## src/rtl/button_event_gen.sv

```systemverilog
// Turns a debounced button level into one-cycle press, release and repeat events,
// with a long-press level; hold timing is counted in timebase ticks.
module button_event_gen #(
    parameter int HOLD_TICKS   = 50,
    parameter int REPEAT_TICKS = 10,
    parameter int CNT_W        = 8
) (
    input  logic clk,
    input  logic reset,
    input  logic tick,
    input  logic level,
    output logic press_pulse,
    output logic release_pulse,
    output logic repeat_pulse,
    output logic long_press,
    output logic held
);

    typedef enum logic [1:0] {
        ST_IDLE    = 2'b00,
        ST_PRESSED = 2'b01,
        ST_REPEAT  = 2'b10
    } state_t;

    localparam logic [CNT_W-1:0] HOLD_LAST   = CNT_W'(HOLD_TICKS - 1);
    localparam logic [CNT_W-1:0] REPEAT_LAST = CNT_W'(REPEAT_TICKS - 1);
    localparam logic [CNT_W-1:0] CNT_ZERO    = CNT_W'(0);
    localparam logic [CNT_W-1:0] CNT_ONE     = CNT_W'(1);

    state_t           state_r;
    logic [CNT_W-1:0] cnt_r;
    logic             prev_level_r;
    logic             press_pulse_r;
    logic             release_pulse_r;
    logic             repeat_pulse_r;
    logic             long_press_r;
    logic             held_r;

    logic             rise_s;
    logic             hold_hit_s;
    logic             repeat_hit_s;

    // Edge detect and tick-count compare matches for the current cycle.
    always_comb begin
        rise_s       = level & ~prev_level_r;
        hold_hit_s   = tick & (cnt_r == HOLD_LAST);
        repeat_hit_s = tick & (cnt_r == REPEAT_LAST);
    end

    // Event FSM; prev_level resets high so a button held through reset is not a press.
    always_ff @(posedge clk or posedge reset) begin
        if (reset) begin
            state_r         <= ST_IDLE;
            cnt_r           <= CNT_ZERO;
            prev_level_r    <= 1'b1;
            press_pulse_r   <= 1'b0;
            release_pulse_r <= 1'b0;
            repeat_pulse_r  <= 1'b0;
            long_press_r    <= 1'b0;
            held_r          <= 1'b0;
        end else begin
            prev_level_r    <= level;
            press_pulse_r   <= 1'b0;
            release_pulse_r <= 1'b0;
            repeat_pulse_r  <= 1'b0;
            case (state_r)
                ST_IDLE: begin
                    cnt_r        <= CNT_ZERO;
                    long_press_r <= 1'b0;
                    if (rise_s) begin
                        state_r       <= ST_PRESSED;
                        press_pulse_r <= 1'b1;
                        held_r        <= 1'b1;
                    end else begin
                        held_r        <= 1'b0;
                    end
                end
                ST_PRESSED: begin
                    // Release wins over a coincident tick.
                    if (!level) begin
                        state_r         <= ST_IDLE;
                        cnt_r           <= CNT_ZERO;
                        release_pulse_r <= 1'b1;
                        long_press_r    <= 1'b0;
                        held_r          <= 1'b0;
                    end else if (hold_hit_s) begin
                        state_r        <= ST_REPEAT;
                        cnt_r          <= CNT_ZERO;
                        long_press_r   <= 1'b1;
                        repeat_pulse_r <= 1'b1;
                        held_r         <= 1'b1;
                    end else if (tick) begin
                        cnt_r  <= cnt_r + CNT_ONE;
                        held_r <= 1'b1;
                    end else begin
                        held_r <= 1'b1;
                    end
                end
                ST_REPEAT: begin
                    if (!level) begin
                        state_r         <= ST_IDLE;
                        cnt_r           <= CNT_ZERO;
                        release_pulse_r <= 1'b1;
                        long_press_r    <= 1'b0;
                        held_r          <= 1'b0;
                    end else if (repeat_hit_s) begin
                        cnt_r          <= CNT_ZERO;
                        repeat_pulse_r <= 1'b1;
                        long_press_r   <= 1'b1;
                        held_r         <= 1'b1;
                    end else if (tick) begin
                        cnt_r        <= cnt_r + CNT_ONE;
                        long_press_r <= 1'b1;
                        held_r       <= 1'b1;
                    end else begin
                        long_press_r <= 1'b1;
                        held_r       <= 1'b1;
                    end
                end
                default: begin
                    state_r      <= ST_IDLE;
                    cnt_r        <= CNT_ZERO;
                    long_press_r <= 1'b0;
                    held_r       <= 1'b0;
                end
            endcase
        end
    end

    assign press_pulse   = press_pulse_r;
    assign release_pulse = release_pulse_r;
    assign repeat_pulse  = repeat_pulse_r;
    assign long_press    = long_press_r;
    assign held          = held_r;

endmodule
```

## config.mk

```make
export PLATFORM = sky130hd
export DESIGN_NAME = button_event_gen
export DESIGN_NICKNAME = d
export VERILOG_FILES = /design/src/rtl/button_event_gen.sv
export SDC_FILE = /design/constraint.sdc
export NUM_CORES = 1
export LEC_CHECK = 0
export CORE_AREA = 2 2 47 49
export CTS_CLUSTER_DIAMETER = 150
export DETAILED_ROUTE_END_ITERATION = 8
export DIE_AREA = 0 0 49 51
export PLACE_DENSITY = 0.67
export RECOVER_POWER = 50
export SLEW_MARGIN = 5
export SYNTH_ARGS = -nofsm -noshare
export SYNTH_HDL_FRONTEND = slang
export SYNTH_SLANG_ARGS = --single-unit
```

## constraint.sdc

```tcl
create_clock -name clk -period 1.7 [get_ports clk]
set_clock_uncertainty 0.2 [all_clocks]
set_input_delay 0.34 -clock clk [delete_from_list [all_inputs] [get_ports clk]]
set_output_delay 0.34 -clock clk [all_outputs]
set_load 0.1 [all_outputs]
```

==> impl_metrics.json <==
{
  "avgViaCountPerCell": 4.74,
  "die_w_um": 49,
  "ir_worst_vdd_uv": 1010,
  "fmaxAchievable_mhz": 589,
  "drv_slew": 0,
  "min_period_ns": 1.70,
  "overflow": 0,
  "finalWeightedCongestion": 0.765,
  "crit_path_end_kind": "flop",
  "crit_fanout": 3,
  "antenna_found_initial": 0,
  "worstSetupStartpointType": "flop",
  "dp.cells": 127,
  "nNetsFinal": 116,
  "powerDensity_nw_per_um2": 1430,
  "ys_ff_latch": 16,
  "drtPass1Iterations": 4,
  "grt_max_degree": 10,
  "diodes": 0,
  "grt_pass1_vias": 656,
  "async_reset_ff_frac": 1.00,
  "rows": 17,
  "cts_root_buffer": "clkbuf_4",
  "hold_class": "in -> async",
  "clkPwrFrac": 0.146,
  "dp_slack_ns": -0.263,
  "vias": 630,
  "finalWorstSetupSlack_ns": 0.00216,
  "critPathRequiredTime_ns": 1.71,
  "switching_share": 0.416,
  "clock_path_buffers": 2,
  "synth_compound_area_frac": 0.0887,
  "portBuffers": 8,
  "fill_cells": 176,
  "cap_viol_max_count": 0,
  "synthMuxAreaShare": 0.0378,
  "combPwrFrac": 0.568,
  "p_sw_uw": 729,
  "routedWlPerCell_um": 12.3,
  "synth_commonest_cells": "dfrtp_1 (15), nor2_1 (13), ha_1 (6)",
  "finalSetupViolCount": 0,
  "p_seq_frac": 0.286,
  "synth-simple-area-share": 0.218,
  "p_leak_uw": 0.000547,
  "min_period_over_period": 0.999,
  "synth.area.top_cells": "dfrtp_1 (44%), ha_1 (8.7%), nor2_1 (5.7%)",
  "die-area_um2": 2500,
  "postSynthCellCount": 76,
  "coreArea_um2": 2060,
  "syn_nets": 86,
  "synth_top_family_by_area": "simple AND/OR/NAND/NOR gates",
  "drt-initial-drc-count": 6,
  "crit_arrival_ns": 1.71,
  "hold_ws_ns": 0.235,
  "cts.sinks": 16,
  "final_hold_viol_count": 0,
  "wl_um": 1640,
  "status": "completed",
  "synth_fa_ha_area_frac": 0.0872,
  "grt_first_pass_wirelength_um": 2830,
  "synth_edf_count": 0,
  "synthDistinctLibCells": 29,
  "path_cells": "inv_2 > ha_4 > and2b_2 > a41oi_4 > buf_4 > nor2b_4 > mux2i_1",
  "synth_xor_area_frac": 0.0712,
  "clkTransAtPathRegs_ns": 0.10,
  "num_io_pins": 9,
  "die-height_um": 51,
  "criticalPathCategory": "reg -> reg",
  "cts_tree": "yes",
  "critPathBufInv": 2,
  "area_growth_pct": 42.3,
  "numCtsBuffers": 3,
  "grt.total_usage": 0.149,
  "syn_area_um2": 861,
  "fin_cells": 133,
  "ys_warn_count": 0,
  "rsz0062_at_grt": "yes",
  "post-synth-top-count-cell": "dfrtp_1",
  "finish.utilization": 0.594,
  "start_util": 0.417,
  "cp_slowest_cell": "dfrtp_1",
  "multiInputGateArea_um2": 472,
  "synthFlopType": "dfrtp_1",
  "maxSlewHeadroom": 0.669,
  "syn_avg_cell_area_um2": 11.3,
  "final.setup.tns_ns": 0,
  "yosys.area.top_type_share": 0.436,
  "yosys.area.top_type": "dfrtp_1",
  "dpl.hpwl_um": 1260,
  "seq_area_um2": 402,
  "drive_above_1_share": 0.400,
  "ys_seq_area_frac": 0.467,
  "htreeDepth": 1,
  "max_slew.worst_pin.slew_ns": 0.496,
  "crit_family": "flip-flops",
  "drcViolationCount": 0,
  "antenna_left": 0,
  "clk_latency_ns": 0.28,
  "power.internal_uw": 1020,
  "cpPeakStageDelay_ns": 0.40
}
-- cell usage in the layout, fill, tap and decap left out, types with 2 or more instances in the layout --
cell type | Yosys | routed
buf_4 | 1 | 17
dfrtp_1 | 15 | 15
nor2_1 | 13 | 13
buf_12 | 0 | 5
inv_1 | 5 | 4
nand4_1 | 4 | 4
xor2_1 | 4 | 4
ha_1 | 6 | 4
nand2_1 | 4 | 3
xnor2_1 | 3 | 3
clkbuf_4 | 0 | 3
nor3_1 | 2 | 2
clkdlybuf4s50_1 | 0 | 2
-- through the flow --
step / total power, uW / instance area (um^2)
after global placement: 1420 / 1140
after floorplan: 1060 / 861
after global routing: 1840 / 1220
after CTS: 1700 / 1180
final: 1750 / 1220
after detailed placement: 1430 / 1140
-- state kept, by name (all words and copies together) (netlist names) --
signal         cells
cnt_r              8
held               1
long_press         1
press_pulse        1
prev_level_r       1
release_pulse      1
repeat_pulse       1
state_r            2
-- cells by family after synthesis --
group           after synthesis
mux                           3
fa+ha+maj                     6
simple gates                 33
flops                        16
buf+inv                       6
compound gates                5
xor+xnor                      7
-- timing repair --
item,CTS,global route
gates resized for setup,1,8
endpoints found under the hold margin,0,0
setup buffers,0,2
endpoints found under the setup margin,10,11
hold buffers,0,0
pin swaps,4,6
-- per-layer routing --
metal / GRT usage / routed length [um] / vias up
met3: 0.0205 / 47 / 0
met5: 0 / 0 / -
met4: 0.0762 / 0 / 0
met1: 0.181 / 710 / 306
met2: 0.260 / 879 / 11
li1: - / - / 313
-- layout make-up --
| cell class | instances | area share |
|---|---|---|
| repair buffers | 26 | 0.213 |
| clock buffers | 4 | 0.0296 |
| multi-input cells | 54 | 0.385 |
| inverters | 5 | 0.0153 |
| flip-flops and latches | 16 | 0.328 |
| well taps | 28 | 0.0286 |
-- worst register-to-register path, delay by kind of cell (launching register included) --
kind            cells  cell delay [ns]
flops               1             0.40
simple gates        2             0.32
buf+inv             2             0.25
mux                 1             0.20
compound gates      1             0.14
fa+ha+maj           1             0.11
-- power groups by stage --
stage / clock network [uW] / logic (uW) / registers, uW
after floorplan: 0 / 313 / 743
after global placement: 0 / 919 / 498
after detailed placement: 0 / 932 / 502
after CTS: 262 / 945 / 495
after global routing: 282 / 1060 / 503
final: 255 / 994 / 500
-- final timing paths --
| kind | startpoint | slack (ns) | cells after the start | to |
|---|---|---|---|---|
| worst max-delay path | cnt_r[1] | 0.002 | 7 | state_r[0] |
| worst min-delay path | reset | 0.24 | 2 | cnt_r[0] |
| worst max register to register | cnt_r[1] | 0.002 | 7 | state_r[0] |
| worst min register to register | long_press | 0.39 | 1 | long_press |
| max in group asynchronous | reset | 0.34 | 3 | repeat_pulse |
| min in group clk | long_press | 0.39 | 1 | long_press |
(Power assumes the default switching activity.)
